### src/rtl/bcd_scan_display_if.sv
// Conversion handshake between a value source and bcd_scan_display:
// source drives bin_in/load, converter returns busy/done/bcd_out.
interface bcd_scan_display_if #(
   parameter int BIN_W  = 8,
   parameter int DIGITS = 3
) ();
   logic [BIN_W-1:0]    bin_in;
   logic                load;
   logic                busy;
   logic                done;
   logic [4*DIGITS-1:0] bcd_out;

   modport master (output bin_in, load, input busy, done, bcd_out);
   modport slave  (input bin_in, load, output busy, done, bcd_out);
endinterface

### src/rtl/bcd_scan_display.sv
// Binary-to-BCD double-dabble converter (BIN_W cycles busy, done on the last) driving a scanned 7-seg display.
// No queueing: load is only taken while idle; the scan free-runs and latches bcd_out on each digit tick.
module bcd_scan_display #(
   parameter int BIN_W       = 8,
   parameter int DIGITS      = 3,
   parameter int REFRESH_DIV = 50000,
   parameter int BLANK_LZ    = 1
) (
   input  logic              clk,
   input  logic              rst,
   bcd_scan_display_if.slave conv,
   output logic [DIGITS-1:0] ANODE,
   output logic              A,
   output logic              B,
   output logic              C,
   output logic              D,
   output logic              E,
   output logic              F,
   output logic              G
);

   function automatic longint unsigned pow10(input int n);
      longint unsigned p;
      p = 1;
      for (int i = 0; i < n; i++) p = p * 10;
      return p;
   endfunction

   localparam int ITER_W = $clog2(BIN_W + 1);
   localparam int RW     = $clog2(REFRESH_DIV);
   localparam int IW     = (DIGITS > 1) ? $clog2(DIGITS) : 1;
   localparam int BW     = 4 * DIGITS;

   if (BIN_W < 1 || BIN_W > 32) begin : g_bad_bin_w
      $fatal(1, "bcd_scan_display: BIN_W must be in 1..32");
   end
   if (pow10(DIGITS) <= ((64'd1 << BIN_W) - 64'd1)) begin : g_bad_digits
      $fatal(1, "bcd_scan_display: DIGITS too small for BIN_W");
   end
   if (REFRESH_DIV < 2) begin : g_bad_refresh
      $fatal(1, "bcd_scan_display: REFRESH_DIV must be >= 2");
   end

   typedef enum logic {IDLE, SHIFT} state_t;

   state_t            state;
   logic [BIN_W-1:0]  shift_q;
   logic [BW-1:0]     scratch_q;
   logic [ITER_W-1:0] iter_q;
   logic              busy_q;
   logic              done_q;
   logic [BW-1:0]     bcd_q;
   logic [BW-1:0]     adj;
   logic [BW-1:0]     scratch_nxt;

   // add-3 correction on every nibble, then shift in the next binary bit
   always_comb begin
      adj = scratch_q;
      for (int i = 0; i < DIGITS; i++) begin
         if (scratch_q[4*i +: 4] >= 4'd5) adj[4*i +: 4] = scratch_q[4*i +: 4] + 4'd3;
      end
      scratch_nxt = {adj[BW-2:0], shift_q[BIN_W-1]};
   end

   always_ff @(posedge clk or negedge rst) begin
      if (!rst) begin
         state     <= IDLE;
         shift_q   <= '0;
         scratch_q <= '0;
         iter_q    <= '0;
         busy_q    <= 1'b0;
         done_q    <= 1'b0;
         bcd_q     <= '0;
      end else begin
         done_q <= 1'b0;
         case (state)
            IDLE: begin
               if (conv.load) begin
                  shift_q   <= conv.bin_in;
                  scratch_q <= '0;
                  iter_q    <= ITER_W'(BIN_W);
                  busy_q    <= 1'b1;
                  state     <= SHIFT;
               end
            end
            SHIFT: begin
               scratch_q <= scratch_nxt;
               shift_q   <= shift_q << 1;
               iter_q    <= iter_q - ITER_W'(1);
               if (iter_q == ITER_W'(1)) begin
                  state  <= IDLE;
                  busy_q <= 1'b0;
                  done_q <= 1'b1;
                  bcd_q  <= scratch_nxt;
               end
            end
         endcase
      end
   end

   assign conv.busy    = busy_q;
   assign conv.done    = done_q;
   assign conv.bcd_out = bcd_q;

   function automatic logic [6:0] seg_decode(input logic [3:0] d);
      logic [6:0] seg_on;  // {a,b,c,d,e,f,g}, 1 = lit
      case (d)
         4'd0:    seg_on = 7'b1111110;
         4'd1:    seg_on = 7'b0110000;
         4'd2:    seg_on = 7'b1101101;
         4'd3:    seg_on = 7'b1111001;
         4'd4:    seg_on = 7'b0110011;
         4'd5:    seg_on = 7'b1011011;
         4'd6:    seg_on = 7'b1011111;
         4'd7:    seg_on = 7'b1110000;
         4'd8:    seg_on = 7'b1111111;
         4'd9:    seg_on = 7'b1111011;
         default: seg_on = 7'b0000000;
      endcase
      return ~seg_on;
   endfunction

   logic [RW-1:0]     refresh_q;
   logic [IW-1:0]     digit_q;
   logic [DIGITS-1:0] anode_q;
   logic [6:0]        seg_q;
   logic              tick;
   logic [IW-1:0]     nxt_idx;
   logic [3:0]        nxt_nib;
   logic              nxt_lz;
   logic              nxt_blank;
   logic              nz_above;
   logic [DIGITS-1:0] anode_nxt;

   assign tick = (refresh_q == RW'(REFRESH_DIV - 1));

   // pattern for the slot that starts on the next tick; blank if this and all higher digits are zero
   always_comb begin
      nxt_idx  = (digit_q == IW'(DIGITS - 1)) ? '0 : digit_q + IW'(1);
      nxt_nib  = '0;
      nxt_lz   = 1'b0;
      nz_above = 1'b0;
      for (int i = DIGITS - 1; i >= 0; i--) begin
         nz_above = nz_above | (bcd_q[4*i +: 4] != 4'd0);
         if (nxt_idx == IW'(i)) begin
            nxt_nib = bcd_q[4*i +: 4];
            nxt_lz  = !nz_above;
         end
      end
      nxt_blank = (BLANK_LZ != 0) && (nxt_idx != '0) && nxt_lz;
      anode_nxt = '1;
      for (int i = 0; i < DIGITS; i++) begin
         anode_nxt[i] = nxt_blank || (nxt_idx != IW'(i));
      end
   end

   always_ff @(posedge clk or negedge rst) begin
      if (!rst) begin
         refresh_q <= '0;
         digit_q   <= IW'(DIGITS - 1);
         anode_q   <= '1;
         seg_q     <= '1;
      end else if (tick) begin
         refresh_q <= '0;
         digit_q   <= nxt_idx;
         anode_q   <= anode_nxt;
         seg_q     <= nxt_blank ? 7'h7F : seg_decode(nxt_nib);
      end else begin
         refresh_q <= refresh_q + RW'(1);
      end
   end

   assign ANODE = anode_q;
   assign {A, B, C, D, E, F, G} = seg_q;

endmodule

### src/flat_wrapper.sv
// flat-port wrapper written by rule: the top's interface ports become plain ports
module bcd_scan_display_flat 
#(
   parameter int BIN_W       = 8,
   parameter int DIGITS      = 3,
   parameter int REFRESH_DIV = 50000,
   parameter int BLANK_LZ    = 1
)
  (clk, rst, ANODE, A, B, C, D, E, F, G, conv_bin_in, conv_load, conv_busy, conv_done, conv_bcd_out);
  bcd_scan_display_if #(.BIN_W(BIN_W), .DIGITS(DIGITS)) conv_i ();
  input  logic clk;
  input  logic rst;
  output logic [DIGITS-1:0] ANODE;
  output logic A;
  output logic B;
  output logic C;
  output logic D;
  output logic E;
  output logic F;
  output logic G;
  input wire logic [$bits(conv_i.bin_in)-1:0] conv_bin_in;
  input wire logic [$bits(conv_i.load)-1:0] conv_load;
  output wire logic [$bits(conv_i.busy)-1:0] conv_busy;
  output wire logic [$bits(conv_i.done)-1:0] conv_done;
  output wire logic [$bits(conv_i.bcd_out)-1:0] conv_bcd_out;
  assign conv_i.bin_in = conv_bin_in;
  assign conv_i.load = conv_load;
  assign conv_busy = conv_i.busy;
  assign conv_done = conv_i.done;
  assign conv_bcd_out = conv_i.bcd_out;
  bcd_scan_display #(.BIN_W(BIN_W), .DIGITS(DIGITS), .REFRESH_DIV(REFRESH_DIV), .BLANK_LZ(BLANK_LZ)) u_core (.clk(clk), .rst(rst), .conv(conv_i), .ANODE(ANODE), .A(A), .B(B), .C(C), .D(D), .E(E), .F(F), .G(G));
endmodule
### config.mk
export PLATFORM = sky130hd
export DESIGN_NAME = bcd_scan_display_flat
export DESIGN_NICKNAME = d
export VERILOG_FILES = /design/src/rtl/bcd_scan_display_if.sv /design/src/rtl/bcd_scan_display.sv /design/src/flat_wrapper.sv
export SDC_FILE = /design/constraint.sdc
export NUM_CORES = 1
export LEC_CHECK = 0
export BUFFER_PORTS_ARGS = -buffer_cell sky130_fd_sc_hd__buf_2
export CORE_MARGIN = 2
export CORE_UTILIZATION = 35
export CTS_CLUSTER_SIZE = 12
export DETAILED_ROUTE_END_ITERATION = 6
export HOLD_SLACK_MARGIN = 0.12
export SYNTH_ARGS = -nofsm -noshare
export SYNTH_HDL_FRONTEND = slang
export SYNTH_SLANG_ARGS = --single-unit
### constraint.sdc
create_clock -name clk -period 4.5 [get_ports clk]
set_input_delay 0.9 -clock clk [delete_from_list [all_inputs] [get_ports clk]]
set_output_delay 0.9 -clock clk [all_outputs]
set_load 0.005 [all_outputs]
---- Word-level counts from Yosys, hierarchy flattened ----
Memory sizes are Yosys's and may differ from the RTL's.
Cells that the tools add are included.
operators by class
  $add $sub $neg .......................... 6
  order comparisons ....................... 3
  bitwise operators ....................... 4
  reductions and logical operators ........ 14
  multiplexer cells ....................... 27
  eq/ne operators ......................... 9
operators with widths
  kind                   count
  $mux 4                 6
  $pmux 12 s2            1
  $add 16x1->16 const B  1
  $eq 16x16->1 const B   1
  $mux 16                1
  $pmux 8 s2             1
  $mux 7                 2
  $ge 4x3->1 const B     3
  $mux 12                1
  $reduce_bool 4->1      3
  $mux 1                 9
  $add 4x2->4 const B    2
  $mux 8                 1
  $pmux 4 s2             1
  $not 7->7              1
  $ne 2x2->1 const B     3
  $eq 2x2->1 const B     2
  $eq 4x1->1 const B     1
  $pmux 1 s2             2
  $reduce_and 2->1       2
  $sub 4x1->4 const B    1
  $add 3x2->3 const B    1
  $logic_not 1->1        3
  $logic_or 1x1->1       3
  10 further kinds       11
storage, ports and cells
  output and inout bits ................... 24
  memory bits (read-only) ................. 112
  input port bits ......................... 11
  word-level logic and storage cells ...... 75
  memories ................................ 1
  register bits after elaboration ......... 67
memory list
  memory            words  width  rd ports  clocked after memory_dff  write ports  line                     text
  (name not given)  16     7      1         0                         0            bcd_scan_display.sv:107  case (d)

---- Logic depth before layout (Yosys ltp) ----
Gate-level depths: netlist of run 1.
An unclocked memory read counts as a cell.
  word-level depth ........................ 10
  mapped depth ............................ 8
  mapped depth without buffers ............ 7

---- Worst setup path after synthesis of run 1 ----
OpenSTA, ideal clock, no wires.
  kind .................................... register to register
  start point ............................. register u_core.digit_q[1]
  end point ............................... register u_core.seg_q[0]
  arrival time ............................ 1,854 ps
  required time ........................... 4,420 ps
  path buffers ............................ 1
  setup time .............................. 80 ps
  cell stages (with the launch flop) ...... 8
  setup slack ............................. 2,567 ps
  period minus slack after synthesis ...... 1,933 ps
  path through ............................ dfstp_2 -> clkbuf_1 -> mux2i_1 -> inv_1 -> ha_1 -> nor2_1 -> a211oi_1 -> o22a_1
between the ends
  cells in the longest elaborated chain, start to end .. 10
  elaborated cells on any way between the ends .. 18
  those cells by class .................... add/sub (1); eq/ne (3); mux (9); bitwise (1); reduce/logical (3); memory (1)
ends and longest elaborated chain
  what                                              line                     text
  from (decl)                                       bcd_scan_display.sv:124  logic [IW-1:0] digit_q;
  from (signal assigned)                            bcd_scan_display.sv:160  digit_q <= IW'(DIGITS - 1);
  from (signal assigned)                            bcd_scan_display.sv:165  digit_q <= nxt_idx;
  $add 2x1->2 / $eq 2x2->1 (equally long branches)  bcd_scan_display.sv:139  nxt_idx = (digit_q == IW'(DIGITS - 1)) ? '0 : digit_q + IW'(1);
  $mux 2 *                                          bcd_scan_display.sv:139
  $eq 2x2->1                                        bcd_scan_display.sv:145  if (nxt_idx == IW'(i)) begin
  $mux 4 (3 in a row)                               bcd_scan_display.sv:145
  $mem_v2 16x7                                      n/a
  $mux 7                                            bcd_scan_display.sv:163  end else if (tick) begin
  $not 7->7                                         bcd_scan_display.sv:120  return ~seg_on;
  $mux 7 *                                          bcd_scan_display.sv:167  seg_q <= nxt_blank ? 7'h7F : seg_decode(nxt_nib);
  to (signal assigned)                              bcd_scan_display.sv:167
  to (decl)                                         bcd_scan_display.sv:126  logic [6:0] seg_q;
Every way passes the cells marked *; elsewhere a longest branch is shown, timed or not. The select of a mux whose other input is x is not followed.
A chain may end at the register's enable or synchronous reset.

---- Worst setup path after layout of run 1 ----
  start point ............................. register u_core.state
  end point ............................... register u_core.bcd_q[7], in the netlist u_core.conv.bcd_out[7]
between the ends
  cells in the longest elaborated chain, start to end .. 1
ends and longest elaborated chain
  what                        line                    text
  from (decl)                 bcd_scan_display.sv:46  state_t state;
  from (signal assigned)      bcd_scan_display.sv:67  state <= IDLE;
  from (signal assigned)      bcd_scan_display.sv:83  state <= SHIFT;
  from (signal assigned)      bcd_scan_display.sv:91  state <= IDLE;
  $reduce_and 2->1 (no line)  n/a
  to (signal assigned)        bcd_scan_display.sv:94  bcd_q <= scratch_nxt;
  to (decl)                   bcd_scan_display.sv:52  logic [BW-1:0] bcd_q;
Every way passes these cells.

==> summary.md, run 1 <==
| Metric | Value |
|---|---|
| Status | finished clean |
| ANT cells | 0 |
| Distinct cells, synth | 43 |
| First-pass GRT wire length | 11200 µm |
| Dominant cells by area after synthesis | dfrtp_1 (43%), dfstp_2 (8.9%), ha_1 (5.4%) |
| Initial antenna violation count | 0 |
| Clk pin slew, worst setup/hold paths | 0.08 ns |
| Vias in the first global route | 2303 |
| Worst Path Max Fanout | 25 |
| Die area | 10100 µm² |
| Seq/Total Area, Yosys | 0.518 |
| Vias per cell | 4.97 |
| Worst Tran Pin Value | 0.809 ns |
| Crit end category | register |
| DIE WIDTH | 101 µm |
| Worst clock skew | 0.00913 ns |
| Worst hold path type | register to register |
| HPWL after DPL | 4650 µm |
| RePlAce Congestion | 0.803 |
| RSZ-0062 raised after global routing | no |
| Post-CTS Resized | 0 |
| Final Hold Viols | 0 |
| VDD IR max | 0.000306 V |
| Net count, final | 384 |
| Crit path buf inv count | 2 |
| Cts bufs inserted | 9 |
| Via count | 2361 |
| Filler instances | 902 |
| Synthesized area per cell | 10.1 µm² |
| GRT Overall Usage | 0.143 |
| TritonRoute pass-1 iters | 6 |
| Tot Pwr | 2190 µW |
| DRC Markers | 0 |
| Cell taking the most area after synthesis | dfrtp_1 |
| Max H-tree Level | 3 |
| Static leakage | 0.00173 µW |
| Crit-path max cell delay | 0.79 ns |
| DR iter-0 viols | 68 |
| Largest net degree at the start of global routing | 38 |
| Final Cycle Share | 0.533 |
| Max-Cap Viols | 0 |
| Post-route ant nets | 0 |
| Worst path slowest cell | dfrtp_1 |
| Worst path cell trace | inv_2 -> nor2_1 -> nand3b_1 -> inv_2 -> nor2_1 -> a31oi_1 |
| Max Slew Vio Count | 0 |
| Worst path arrival time | 2.66 ns |
| Placed cell area | 3540 µm² |
| Site Rows | 35 |
| CTS Buffer Depth | 2 |
| Worst path top cell family by delay | flip-flops |
| Clock latency on the worst-skew pair | 0.34 ns |
| Core area | 9150 µm² |
| Most used DFF post-synth | dfrtp_1 |
| Yosys warning count | 0 |
| Worst path required time | 4.76 ns |
| GRT overflow | 0 |
| Syn Std Cell Area | 3260 µm² |
| Fmax | 0.417 GHz |
| Crit start category | register |
| Mapped Nets | 348 |
| Final min period | 2.40 ns |
| Rel. slew slack | 0.461 |
| Placed insts | 459 |
| I/O pin count | 35 |
| Post-synth EDFFs | 0 |
| FF+latch count, synth | 67 |
| Mean routed wirelength per cell | 13.8 µm |
| Postcts setup bufs | 0 |
| Die Y | 101 µm |
| CTS Root Cell | clkbuf_8 |
| P&R area growth vs syn | 15.1% |
| Synth top area share | 0.429 |
| Ratio of cells with drive above 1 in the final layout | 0.201 |
| Final WL | 6550 µm |
| # hold bufs at CTS | 0 |
| Fin area | 3760 µm² |
| Clk sinks | 67 |
| Initial Utilization | 0.357 |
| Fin cells | 475 |
| Setup CP Type | register to register |
| IO buf count | 34 |
| Final setup vio count | 0 |
| CTS tree | yes |
| FFs w/ async S/R, synth | 1.00 |
| Mapped Cells | 323 |
| Power density over cell area | 582 nW/µm² |
| Sum Neg Setup Slack | 0 ns |
placed cells by master, fill, tap and decap left out, types with 3 or more instances in the layout:
cell	synthesis	routed
a21oi_1	14	14
a31oi_1	4	4
and3_1	3	3
buf_2	3	34
clkbuf_8	0	10
dfrtp_1	56	56
dfstp_2	11	11
ha_1	14	14
inv_1	14	14
mux2_2	4	4
mux2i_1	15	15
nand2_1	41	41
nand2b_1	3	3
nand3_1	10	10
nor2_1	33	33
nor2b_1	3	3
nor3_1	5	5
o21ai_0	21	21
o22a_1	6	6
o22ai_1	12	12
xnor2_1	12	12
xor2_1	6	6
flip-flops by register name (all words and copies together) (netlist names):
signal               flops
u_core.conv.done         1
u_core.ANODE             3
u_core.refresh_q        16
u_core.iter_q            4
u_core.shift_q           8
u_core.conv.busy         1
u_core.digit_q           2
u_core.conv.bcd_out     12
u_core.scratch_q        12
u_core.state             1
u_core.seg_q             7
cells in the mapped netlist, types with 2 or more instances:
library cell   n
dfrtp_1       56
nand2_1       41
nor2_1        33
o21ai_0       21
mux2i_1       15
a21oi_1       14
ha_1          14
inv_1         14
o22ai_1       12
xnor2_1       12
dfstp_2       11
nand3_1       10
clkbuf_1       7
o22a_1         6
xor2_1         6
nor3_1         5
a31oi_1        4
mux2_2         4
and3_1         3
buf_2          3
nand2b_1       3
nor2b_1        3
a211oi_1       2
inv_2          2
nor3b_1        2
nor4_1         2
o21a_1         2
worst paths after layout:
check	startpoint	depth (start not counted)	slack, ns	to
worst max-delay path	u_core.state	6	2.10	u_core.conv.bcd_out[7]
worst min-delay path	u_core.ANODE[0]	2	0.47	u_core.ANODE[0]
worst max register to register	u_core.state	6	2.10	u_core.conv.bcd_out[7]
worst min register to register	u_core.ANODE[0]	2	0.47	u_core.ANODE[0]
max in group asynchronous	rst	2	2.91	u_core.digit_q[1]
min in group asynchronous	rst	1	0.64	u_core.shift_q[3]
metal layers:
layer	wire length (µm)	GRT usage	part of all wire	vias to the layer above
li1	-	-	-	1185
met5	0	0	0	-
met1	3080	0.176	0.47	1121
met2	3110	0.237	0.48	41
met4	106	0.0558	0.016	0
met3	254	0.0409	0.039	14
cells by family after synthesis:
kind of cell             Yosys count  synth area share
AO/OA/AOI/OAI                     65             0.120
XOR/XNOR                          18            0.0483
adder cells (fa/ha/maj)           14            0.0537
buffers and inverters             27            0.0322
flip-flops                        67             0.518
multiplexers                      21            0.0675
AND/OR/NAND/NOR                  111             0.161
tightest hold or removal path, delay by kind of cell, from the launching register on:
| kind | cells | cell delay, ns |
|---|---|---|
| flops | 1 | 0.37 |
| buf+inv | 1 | 0.04 |
| mux | 1 | 0.05 |
cell type report:
type	instances	area (µm²)	area share
flip-flops and latches	67	1690	0.450
multi-input cells	229	1470	0.391
clock buffers	12	188	0.0500
repair buffers	36	185	0.0493
well taps	111	139	0.0370
inverters	16	60.1	0.0160
clock inverters	4	26.3	0.00699
stage by stage:
stage | setup WS [ns] | utilization | hold slack [ns]
floorplan | 2.57 | - | 0.452
global route | 1.81 | 0.411 | 0.514
detailed placement | 2.11 | 0.387 | 0.457
global placement | 2.14 | 0.387 | 0.457
CTS | 2.08 | 0.411 | 0.472
finish | 2.10 | 0.411 | 0.467
power by group:
group | leakage (µW) | internal, µW | switching (µW)
Sequential | 0.000829 | 757 | 167
Combinational | 0.000789 | 324 | 421
Clock | 0.000113 | 283 | 235
Power figures use the tool's default switching activity.
==> run 2, diff against run 1 <==
==> constraint.sdc (replaced) <==
create_clock -name clk -period 2 [get_ports clk]
set_input_delay 0.4 -clock clk [delete_from_list [all_inputs] [get_ports clk]]
set_output_delay 0.4 -clock clk [all_outputs]
set_load 0.005 [all_outputs]
==> run 2 against run 1 <==
Die area is the same; maximum frequency is 26% higher; combinational power up 140%; design area rose by 3.9%; critical path type unchanged; largest power group unchanged.
==> summary.md, run 2 (synthesized netlist as in run 1, its figures left out) <==
| Metric | Value |
|---|---|
| Status | finished clean |
| Clock latency on the worst-skew pair | 0.34 ns (about the same) |
| Final Hold Viols | 0 (unchanged) |
| Top reg by flops | u_core.refresh_q |
| Worst Path Max Fanout | 6 (-76%) |
| Psw | 1830 µW (+120%) |
| Tot Pwr | 4980 µW (+130%) |
| Final min period | 1.91 ns (-0.494 ns) |
| Cts bufs inserted | 9 (unchanged) |
| Largest register FFs | 16 (unchanged) |
| Initial Utilization | 0.357 (unchanged) |
| Vias per cell | 4.91 (-1.2%) |
| Ratio of cells with drive above 1 in the final layout | 0.235 (+0.0344) |
| Mean routed wirelength per cell | 13.7 µm (-0.66%) |
| TritonRoute pass-1 iters | 4 (-2) |
| Sequential share of power | 0.404 (-0.018) |
| Reg2Reg Setup Slack | 0.09 ns (-2.01 ns) |
| Placed insts | 475 (+3.5%) |
| Fmax | 0.525 GHz (+26%) |
| HPWL after DPL | 4940 µm (+6.2%) |
| Fin area | 3900 µm² (+3.9%) |
| Crit start category | register |
| First-pass GRT wire length | 11600 µm (+3.3%) |
| Final Cycle Share | 0.953 (+0.419) |
| Placed cell area | 3680 µm² (+3.7%) |
| ANT cells | 0 (unchanged) |
| Clk sinks | 67 (unchanged) |
| Initial antenna violation count | 0 (unchanged) |
| Net Sw Frac | 0.367 (-0.00886) |
| Worst path arrival time | 2.17 ns (-0.49 ns) |
| RePlAce Congestion | 0.794 (-1.1%) |
| Clock share of power | 0.230 (-0.007) |
| Largest net degree at the start of global routing | 28 (-26%) |
| Rel. slew slack | 0.589 (+0.128) |
| Site Rows | 35 (unchanged) |
| GRT Overall Usage | 0.146 (+0.00318) |
| Final WL | 6770 µm (+3.3%) |
| Die area | 10100 µm² (unchanged) |
| WHS Path Cells | 3 (+1) |
| CTS Buffer Depth | 2 (unchanged) |
| Worst path slowest cell | or4bb_1 |
| P&R area growth vs syn | 19.6% |
| VDD IR max | 0.000667 V (+120%) |
| Worst hold path type | input pin to register |
| Comb power frac | 0.365 (+0.024) |
| Crit path buf inv count | 0 (-2) |
| Clk pin slew, worst setup/hold paths | 0.07 ns (about the same) |
| Setup CP Type | register to register |
| Fin cells | 494 (+4.0%) |
| Vias in the first global route | 2367 (+2.8%) |
| Most frequent cells in the layout | dfrtp_1 (56), nand2_1 (41), buf_2 (34) |
| Max-Cap Viols | 0 (unchanged) |
| Worst clock skew | 0.00944 ns (+0.000309 ns) |
| DIE WIDTH | 101 µm (unchanged) |
| Net count, final | 403 (+4.9%) |
| I/O pin count | 35 (unchanged) |
| Crit end category | register |
| Max H-tree Level | 3 (unchanged) |
| Most common cell after layout, fill and taps aside | dfrtp_1 |
| CTS tree | yes |
| DRC Markers | 0 (unchanged) |
| GRT overflow | 0 (unchanged) |
| CP Depth | 5 (-1) |
| IO buf count | 34 (unchanged) |
| Fin util | 0.427 (+0.0160) |
| Max Slew Vio Count | 0 (unchanged) |
| Final setup vio count | 0 (unchanged) |
| DR iter-0 viols | 48 (-29%) |
| Via count | 2425 (+2.7%) |
| Crit-path max cell delay | 0.56 ns (-0.23 ns) |
| Post-CTS Resized | 0 (unchanged) |
| Post-route ant nets | 0 (unchanged) |
| Power density over cell area | 1280 nW/µm² (+120%) |
| Core area | 9150 µm² (unchanged) |
| Die Y | 101 µm (unchanged) |
| Int Power | 3150 µW (+130%) |
| CTS Root Cell | clkbuf_8 |
| Static leakage | 0.00182 µW (+5.0%) |
| Worst Tran Pin Value | 0.616 ns (-0.193 ns) |
| Worst path cell trace | or4bb_1 -> nor4_4 -> o21a_1 -> o21ai_2 -> o22a_1 |
| Sum Neg Setup Slack | 0 ns (unchanged) |
| Cells on worst reg2reg path | 5 (-1) |
| Worst path required time | 2.26 ns (-2.50 ns) |
| Worst path top cell family by delay | simple AND/OR/NAND/NOR gates |
run 2: cell count changes in the layout (fill, tap and decap cells not counted):
cell	change
buf_4	+17
clkbuf_16	-2
inv_4	-2
buf_12	+1
bufinv_16	+1
clkbuf_8	+1
clkinv_1	+1
clkinv_2	+1
clkinv_4	-1
clkinvlp_4	+1
dlygate4sd3_1	+1
run 2: layout make-up:
cell class / instances / area [µm²]
Clock buffer: 11 / 151
Fill cell: 872 / 5250
Clock inverter: 5 / 51.3
Inverter: 16 / 60.1
Sequential cell: 67 / 1690
Multi-Input combinational cell: 229 / 1470
Timing Repair Buffer: 55 / 343
Tap cell: 111 / 139
run 2: final timing paths:
kind | start | end
setup / recovery | u_core.refresh_q[4] | u_core.seg_q[5]
hold / removal | conv_bin_in[0] | u_core.shift_q[0]
setup reg to reg | u_core.refresh_q[4] | u_core.seg_q[5]
hold reg to reg | u_core.ANODE[0] | u_core.ANODE[0]
max in group asynchronous | rst | u_core.scratch_q[11]
min in group asynchronous | rst | u_core.refresh_q[4]
run 2: repair_timing:
| action | CTS | global route |
|---|---|---|
| endpoints found under the setup margin | 0 | 8 |
| hold buffers | 1 | 0 |
| hold endpoints to repair | 13 | 0 |
| buffers inserted | 0 | 2 |
run 2: worst register-to-register path, delay by kind of cell, from the launching register on:
kind / cells / cell delay (ns)
flops: 1 / 0.41
compound gates: 3 / 0.53
simple gates: 2 / 0.88
run 2: power by group through the flow:
stage               sequential (µW)  combinational, µW  clock [µW]
global route                   2060               2090        1240
detailed placement             2040               1840           0
floorplan                      1970               1290           0
finish                         2020               1820        1150
CTS                            2020               1850        1190
global placement               2030               1780           0
run 2: per-layer routing:
layer,vias to the layer above,wire length [µm],track usage,share of wire
li1,1227,-,-,-
met1,1159,3190,0.187,0.47
met2,30,3260,0.236,0.48
met3,9,207,0.0361,0.031
met4,0,104,0.0622,0.015
met5,-,0,0,0
run 2: through the flow:
stage	worst slack, ns	hold WS (ns)
2_1_floorplan	0.0666	0.104
3_3_place_gp	0.110	0.449
3_5_place_dp	0.0396	0.455
4_1_cts	0.0196	0.288
5_1_grt	-0.00388	0.317
6_report	0.0948	0.309
